`config.mk`:
```
export PLATFORM = sky130hd
export DESIGN_NAME = uart_cmd_decoder
export DESIGN_NICKNAME = d
export VERILOG_FILES = /design/src/rtl/uart_cmd_decoder.sv
export SDC_FILE = /design/constraint.sdc
export NUM_CORES = 1
export LEC_CHECK = 0
export CORE_MARGIN = 3
export CORE_UTILIZATION = 62
export DETAILED_ROUTE_END_ITERATION = 10
export DONT_BUFFER_PORTS = 1
export GPL_ROUTABILITY_DRIVEN = 0
export GPL_TIMING_DRIVEN = 0
export HOLD_SLACK_MARGIN = 0.15
export PLACE_DENSITY = 0.76
export SYNTH_ARGS = -nofsm -noshare
export SYNTH_HDL_FRONTEND = slang
export SYNTH_SLANG_ARGS = --single-unit
```
`constraint.sdc`:
```
create_clock -name clk -period 3.41 [get_ports clk]
set_clock_uncertainty 0.05 [all_clocks]
set_input_delay 0.682 -clock clk [delete_from_list [all_inputs] [get_ports clk]]
set_output_delay 0.682 -clock clk [all_outputs]
set_load 0.03 [all_outputs]
```
`src/rtl/uart_cmd_decoder.sv`:
```
`default_nettype none
// ============================================================================
// Module   : uart_cmd_decoder
// Purpose  : Decodes host command bytes arriving from the UART receiver.
//            Single-byte CMD_START requests a BIP start; CMD_LOAD opens a
//            frame carrying a 16-bit operand (low byte first). Frames that
//            stall longer than TIMEOUT_TICKS baud ticks between bytes are
//            aborted with an error.
// Optional : `define UART_CMD_CHECKSUM_EN adds a trailing checksum byte
//            (CMD_LOAD ^ lo ^ hi) to every load frame.
// Ports    : clk, reset      - clock, synchronous active-high reset
//            tick            - baud tick shared with the receiver
//            rx_data         - received byte, valid with rx_done_tick
//            rx_done_tick    - one-cycle new-byte strobe
//            bip_busy        - BIP core is executing
//            start_bip       - one-cycle start pulse
//            ld_data         - last committed load operand
//            ld_valid        - one-cycle strobe, ld_data just updated
//            err, err_code   - one-cycle error strobe and its cause
//                              (00 busy, 01 opcode, 10 timeout, 11 checksum)
// Revision : 1.0 - initial release
// ============================================================================
module uart_cmd_decoder #(
  parameter int                DBIT          = 8,
  parameter logic [DBIT-1:0]   CMD_START     = 8'h73,
  parameter logic [DBIT-1:0]   CMD_LOAD      = 8'h6C,
  parameter logic [15:0]       TIMEOUT_TICKS = 16'd4800
) (
  input  logic            clk,
  input  logic            reset,
  input  logic            tick,
  input  logic [DBIT-1:0] rx_data,
  input  logic            rx_done_tick,
  input  logic            bip_busy,
  output logic            start_bip,
  output logic [15:0]     ld_data,
  output logic            ld_valid,
  output logic            err,
  output logic [1:0]      err_code
);

  localparam logic [1:0] ERR_BUSY    = 2'b00;
  localparam logic [1:0] ERR_OPCODE  = 2'b01;
  localparam logic [1:0] ERR_TIMEOUT = 2'b10;
`ifdef UART_CMD_CHECKSUM_EN
  localparam logic [1:0] ERR_CHKSUM  = 2'b11;
`endif

  typedef enum logic [1:0] {
    IDLE   = 2'd0,
    LD_LO  = 2'd1,
    LD_HI  = 2'd2,
    LD_CHK = 2'd3
  } state_t;

  state_t      state, state_n;
  logic [15:0] cnt, cnt_n;
  logic [15:0] cnt_inc;
  logic [7:0]  lo, lo_n;
  logic [7:0]  hi, hi_n;
  logic [7:0]  byte_in;
  logic        start_n, ld_valid_n, err_n;
  logic [1:0]  err_code_n;
  logic [15:0] ld_data_n;

  // Operand bytes are 8 bits regardless of DBIT.
  assign byte_in = rx_data[7:0];
  // Saturating increment: the counter must never wrap back to zero.
  assign cnt_inc = (cnt == 16'hFFFF) ? cnt : cnt + 16'd1;

  always_ff @(posedge clk) begin
    if (reset) begin
      state     <= IDLE;
      cnt       <= 16'd0;
      lo        <= 8'd0;
      hi        <= 8'd0;
      start_bip <= 1'b0;
      ld_valid  <= 1'b0;
      err       <= 1'b0;
      err_code  <= 2'b00;
      ld_data   <= 16'h0000;
    end else begin
      state     <= state_n;
      cnt       <= cnt_n;
      lo        <= lo_n;
      hi        <= hi_n;
      start_bip <= start_n;
      ld_valid  <= ld_valid_n;
      err       <= err_n;
      err_code  <= err_code_n;
      ld_data   <= ld_data_n;
    end
  end

  always_comb begin
    state_n    = state;
    cnt_n      = cnt;
    lo_n       = lo;
    hi_n       = hi;
    start_n    = 1'b0;
    ld_valid_n = 1'b0;
    err_n      = 1'b0;
    err_code_n = err_code;
    ld_data_n  = ld_data;

    if (state == IDLE) begin
      cnt_n = 16'd0;
      if (rx_done_tick) begin
        if (rx_data == CMD_START) begin
          if (bip_busy) begin
            err_n      = 1'b1;
            err_code_n = ERR_BUSY;
          end else begin
            start_n = 1'b1;
          end
        end else if (rx_data == CMD_LOAD) begin
          state_n = LD_LO;
        end else begin
          err_n      = 1'b1;
          err_code_n = ERR_OPCODE;
        end
      end
    end else if (rx_done_tick) begin
      // A byte always wins over a coincident expiring tick.
      cnt_n = 16'd0;
      case (state)
        LD_LO: begin
          lo_n    = byte_in;
          state_n = LD_HI;
        end
        LD_HI: begin
          hi_n = byte_in;
`ifdef UART_CMD_CHECKSUM_EN
          state_n = LD_CHK;
`else
          ld_data_n  = {byte_in, lo};
          ld_valid_n = 1'b1;
          state_n    = IDLE;
`endif
        end
`ifdef UART_CMD_CHECKSUM_EN
        LD_CHK: begin
          if (byte_in == (CMD_LOAD[7:0] ^ lo ^ hi)) begin
            ld_data_n  = {hi, lo};
            ld_valid_n = 1'b1;
          end else begin
            err_n      = 1'b1;
            err_code_n = ERR_CHKSUM;
          end
          state_n = IDLE;
        end
`endif
        default: state_n = IDLE;
      endcase
    end else if (tick) begin
      if (cnt_inc >= TIMEOUT_TICKS) begin
        err_n      = 1'b1;
        err_code_n = ERR_TIMEOUT;
        cnt_n      = 16'd0;
        state_n    = IDLE;
      end else begin
        cnt_n = cnt_inc;
      end
    end
  end

endmodule
`default_nettype wire

```
# Word-level counts from Yosys, hierarchy flattened
# Index checks and enable logic that the tools add are counted.
[totals] in_bits=13 elab_cells=62 register_bits=47 out_inout_bits=21
[classes] n_eq_ne=11 bitwise=3 n_reduce_logical=10 magnitude_cmp=1 mux=28 add_sub_neg=1
[op_table] cell="two-way mux 16 bit" count=2
[op_table] cell="two-way mux 2 bit" count=16
[op_table] cell="adder 16 x 1 -> 16 bit, second input constant" count=1
[op_table] cell="== test 16 bit, second input constant" count=1
[op_table] cell="== test 8 x 7 -> 1 bit, second input constant" count=2
[op_table] cell=">= comparator 16 x 13 -> 1 bit, second input constant" count=1
[op_table] cell="two-way mux 1 bit" count=10
[op_table] cell="!= test 3 bit, second input constant" count=2
[op_table] cell="AND reduction 3 bit" count=2
[op_table] cell="AND reduction 6 bit" count=1
[op_table] cell="OR reduction 3 bit" count=2
[op_table] cell="AND reduction 5 bit" count=1
[op_table] cell="!= test 2 x 1 -> 1 bit, second input constant" count=2
[op_table] cell="!= test 2 bit, second input constant" count=2
[op_table] cell="nonzero test 2 bit" count=2
[op_table] cell="OR reduction 4 bit" count=1
[op_table] cell="NOT 1 bit" count=3
[op_table] cell="== test 2 x 1 -> 1 bit, second input constant" count=1
[op_table] cell="== test 2 bit, second input constant" count=1
[op_table] cell="zero test 2 bit" count=1

# Logic depth before layout (Yosys ltp)
[logic_depth] depth_word=7 mapped_depth=9 depth_no_buf=9

# Worst setup path before layout
# No wires, ideal clock.
[synth_timing] path_type="register -> register" from="register cnt[10]" to="register err_code[0]" setup_time_ns=0.132 setup_slack_ns=0.963 t_required_ns=3.228 stages_incl_launch_ff=9 arrival_time_ns=2.265 synth_period_minus_slack_ns=2.447 n_path_buf=0 path_cell_list="dfxtp_1 nand4_4 nor3_1 o211ai_1 or4b_2 nand3_1 o41ai_4 o211ai_1 a31oi_1"
[synth_between] elab_chain_cells=5 elab_cells_between_ends=6 cone_classes="add/sub (1); order compare (1); eq/ne (1); mux (1); reduce/logical (2)"
[synth_lines] item="from (decl)" line="57" source="logic [15:0] cnt, cnt_n;"
[synth_lines] item="from (signal assigned)" line="84" source="cnt <= cnt_n;"
[synth_lines] item="adder 16 x 1 -> 16 bit or == test 16 bit (tied branches)" line="69" source="assign cnt_inc = (cnt == 16'hFFFF) ? cnt : cnt + 16'd1;"
[synth_lines] item="two-way mux 16 bit *" line="69"
[synth_lines] item=">= comparator 16 x 13 -> 1 bit *" line="156" source="if (cnt_inc >= TIMEOUT_TICKS) begin"
[synth_lines] item="nonzero test 2 bit (no line) *"
[synth_lines] item="AND reduction 6 bit (no line) *"
[synth_lines] item="to (signal assigned)" line="90" source="err_code <= err_code_n;"
[synth_lines] item="to (decl)" line="39" source="output logic [1:0] err_code"
# Mark *: on every way between the ends. The rest lies on a longest branch, timed or not.
# A chain may end at the register's enable or synchronous reset.

# Worst setup path in the final report
[layout_timing] from="register cnt[2]" to="register cnt[11]"
[layout_between] elab_chain_cells=4 elab_cells_between_ends=5 cone_classes="add/sub (1); order compare (1); eq/ne (1); mux (2)"
[layout_lines] item="adder 16 x 1 -> 16 bit or == test 16 bit (tied branches)" line="69"
[layout_lines] item="two-way mux 16 bit *" line="69"
[layout_lines] item=">= comparator 16 x 13 -> 1 bit" line="156"
[layout_lines] item="two-way mux 16 bit *" line="156"
# Marked as above.

==> reports/results.ini <==
[cts]
ctsHoldBuffers=0
cts_tree=built
htreeDepth=2
cts.sinks=47
clockBufferDepth=2
cts_post_setup_buffers_inserted=0
cts_made_buffers=5
cts_root_buffer=clkbuf_4
ctsResizeCount=0
insertion_delay_ns=0.38
cts.clk_slew.worst_paths_ns=0.13

[drt]
wl_um=4350
drt_iter0_drc=137
drt-pass1-iter-count=4
via_per_inst=5.91
drc=0
wl_per_cell_um=14.2
ant_nets=0
vias=1813

[critical_path]
crit_fanout=10
criticalPathCategory=register to register
endpoint_kind=register
ff2ff_setup_slack_ns=0.51
crit_path_start_kind=register
crit_chain=and4_4 -> nand4_1 -> nor2_1 -> mux2i_1 -> o21ai_1 -> o41ai_4 -> nand2_1 -> o211ai_1
crit_required_ns=3.66
slowest_stage=o41ai_4
worstPathArrival_ns=3.15
slowest_delay_ns=0.80

[synth]
synthCells=255
seq_area_frac_synth_pct=43.8
async_reset_ff_share_pct=0
yosys_warnings=0
synth_area_um2=2150
ys_ff_latch=47
synth-edff-count=0
syn_nets=269
avgSynthCellArea_um2=8.42
ys_types=46
synth_flop_cell=dfxtp_1

[finish]
antenna_cells=0
drive_above_1_share_pct=9.13
syn2layout_area_growth_pct=5.24
final_net_count=276
utilization_pct=71.1
final_cell_mix=52 x nand2_1, 47 x dfxtp_1, 25 x nor2_1, 21 x a21oi_1, 11 x nand3_1
final_common_cell=nand2_1

[die]
num_rows=20
coreArea_um2=3180
die_x_um=64.8
dieArea_um2=4200
fp.dieH_um=64.8
start_util_pct=67.6
io_pins=34

[sta]
tightest_slew_ns=0.817
hold_viol=0
rsz0062_at_grt=false
relSlewSlack_pct=45.1
finalMaxSlewViolations=0
fmax_ghz=0.345
fin_crit_sh_pct=85.1
setup_viol=0
period_minus_slack_ns=2.90
timing.final.ws_setup_ns=0.508
setup_tns_ns=0

[min_path]
hp-class=input pin to register

[grt]
overflow=0
grtUsageMet2_pct=37.4
top_usage_layer=met2
grt_start_max_net_pins=16
groute.layer.met1.usage_pct=26.0
grt_pass1_vias=1692
grt_pass1_wl_um=7420
antenna_found_initial=0
grt.met3_usage_pct=6.93
gr-usage-all-layers_pct=22.4

[pwr]
powerDensity_nw_per_um2=373
ir_drop_v=0.000285
power.leakage_nw=0.867

[placement]
portBuffers=0
hpwlAfterDp_um=3220
post-place-ws_ns=0.577

[run_status]
run_status=finished, final reports clean

[job]
timing.max_cap.violations=0

## final timing paths
| path | startpoint | endpoint | cells after the start |
|---|---|---|---|
| setup / recovery | cnt[2]$_SDFFE_PP0P_ | cnt[11]$_SDFFE_PP0P_ | 8 |
| hold / removal | tick | cnt[6]$_SDFFE_PP0P_ | 1 |
| setup reg to reg | cnt[2]$_SDFFE_PP0P_ | cnt[11]$_SDFFE_PP0P_ | 8 |
| hold reg to reg | lo[3]$_SDFFE_PP0P_ | ld_data[3]$_SDFFE_PP0P_ | 2 |
## synth_stat cells (2+ instances only)
cell type | instances | area (um2)
a32o_1 | 2 | 20.0
a31oi_1 | 5 | 31.3
nand2_1 | 52 | 195
nand3_1 | 11 | 55.1
dfxtp_1 | 47 | 941
nor3_1 | 6 | 30.0
xnor2_1 | 4 | 35.0
nand4_1 | 7 | 43.8
o41ai_1 | 2 | 17.5
and4_1 | 2 | 17.5
inv_1 | 8 | 30.0
a21o_1 | 2 | 15.0
o31ai_1 | 2 | 15.0
a21oi_1 | 21 | 105
xor2_1 | 2 | 17.5
o211ai_1 | 4 | 30.0
o21ai_0 | 5 | 25.0
and3_1 | 6 | 37.5
nor2_1 | 25 | 93.8
clkbuf_1 | 7 | 26.3
mux2i_1 | 10 | 100
## where the power goes
part | leakage (nW) | internal [mW] | total [mW] | switching [mW]
logic | 0.459 | 0.00559 | 0.0194 | 0.0138
clock network | 0.0289 | 0.0835 | 0.268 | 0.185
registers | 0.379 | 0.551 | 0.555 | 0.00419
## area by class of cell
cell class,count,area (um2)
fill,258,918
inverter,8,30.0
sequential,47,941
clock buffer,6,41.3
multi-input combinational,190,1130
buffer,10,43.8
clock inverter,2,16.3
tap,44,55.1
## worst max-delay path, delay by kind of cell, from the launching register on
family / cells / cell delay [ns]
multiplexers: 1 / 0.23
AO/OA/AOI/OAI: 3 / 1.13
AND/OR/NAND/NOR: 4 / 1.00
flip-flops: 1 / 0.42
## per-layer routing
| layer | vias to the layer above | wire length [um] |
|---|---|---|
| li1 | 921 | - |
| met1 | 834 | 1830 |
| met2 | 51 | 2140 |
| met3 | 7 | 292 |
| met4 | 0 | 85 |
| met5 | - | 0 |
## flip-flops by register name, summed over array words and instances (netlist names)
signal	cells
err_code	2
ld_valid	1
err	1
ld_data	16
start_bip	1
cnt	16
lo	8
state	2
## logic make-up (layout without fill, tap and decap cells)
| kind of cell | Yosys count | after routing | synth area share (%) |
|---|---|---|---|
| AO/OA/AOI/OAI | 51 | 51 | 16.5 |
| XOR/XNOR | 6 | 6 | 2.45 |
| adder cells (fa/ha/maj) | 1 | 1 | 0.583 |
| buffers and inverters | 18 | 26 | 3.44 |
| flip-flops | 47 | 47 | 43.8 |
| multiplexers | 10 | 10 | 4.66 |
| AND/OR/NAND/NOR | 122 | 122 | 28.6 |
## metrics by stage
step	area [um2]	std cells	total power [mW]	hold WS [ns]
floorplan	2150	255	0.582	0.382
global placement	2200	299	0.587	0.394
detailed placement	2200	299	0.587	0.393
CTS	2260	307	0.850	0.324
global route	2260	307	0.876	0.325
finish	2260	307	0.843	0.333
No activity file was read; power rests on OpenSTA's default activity.
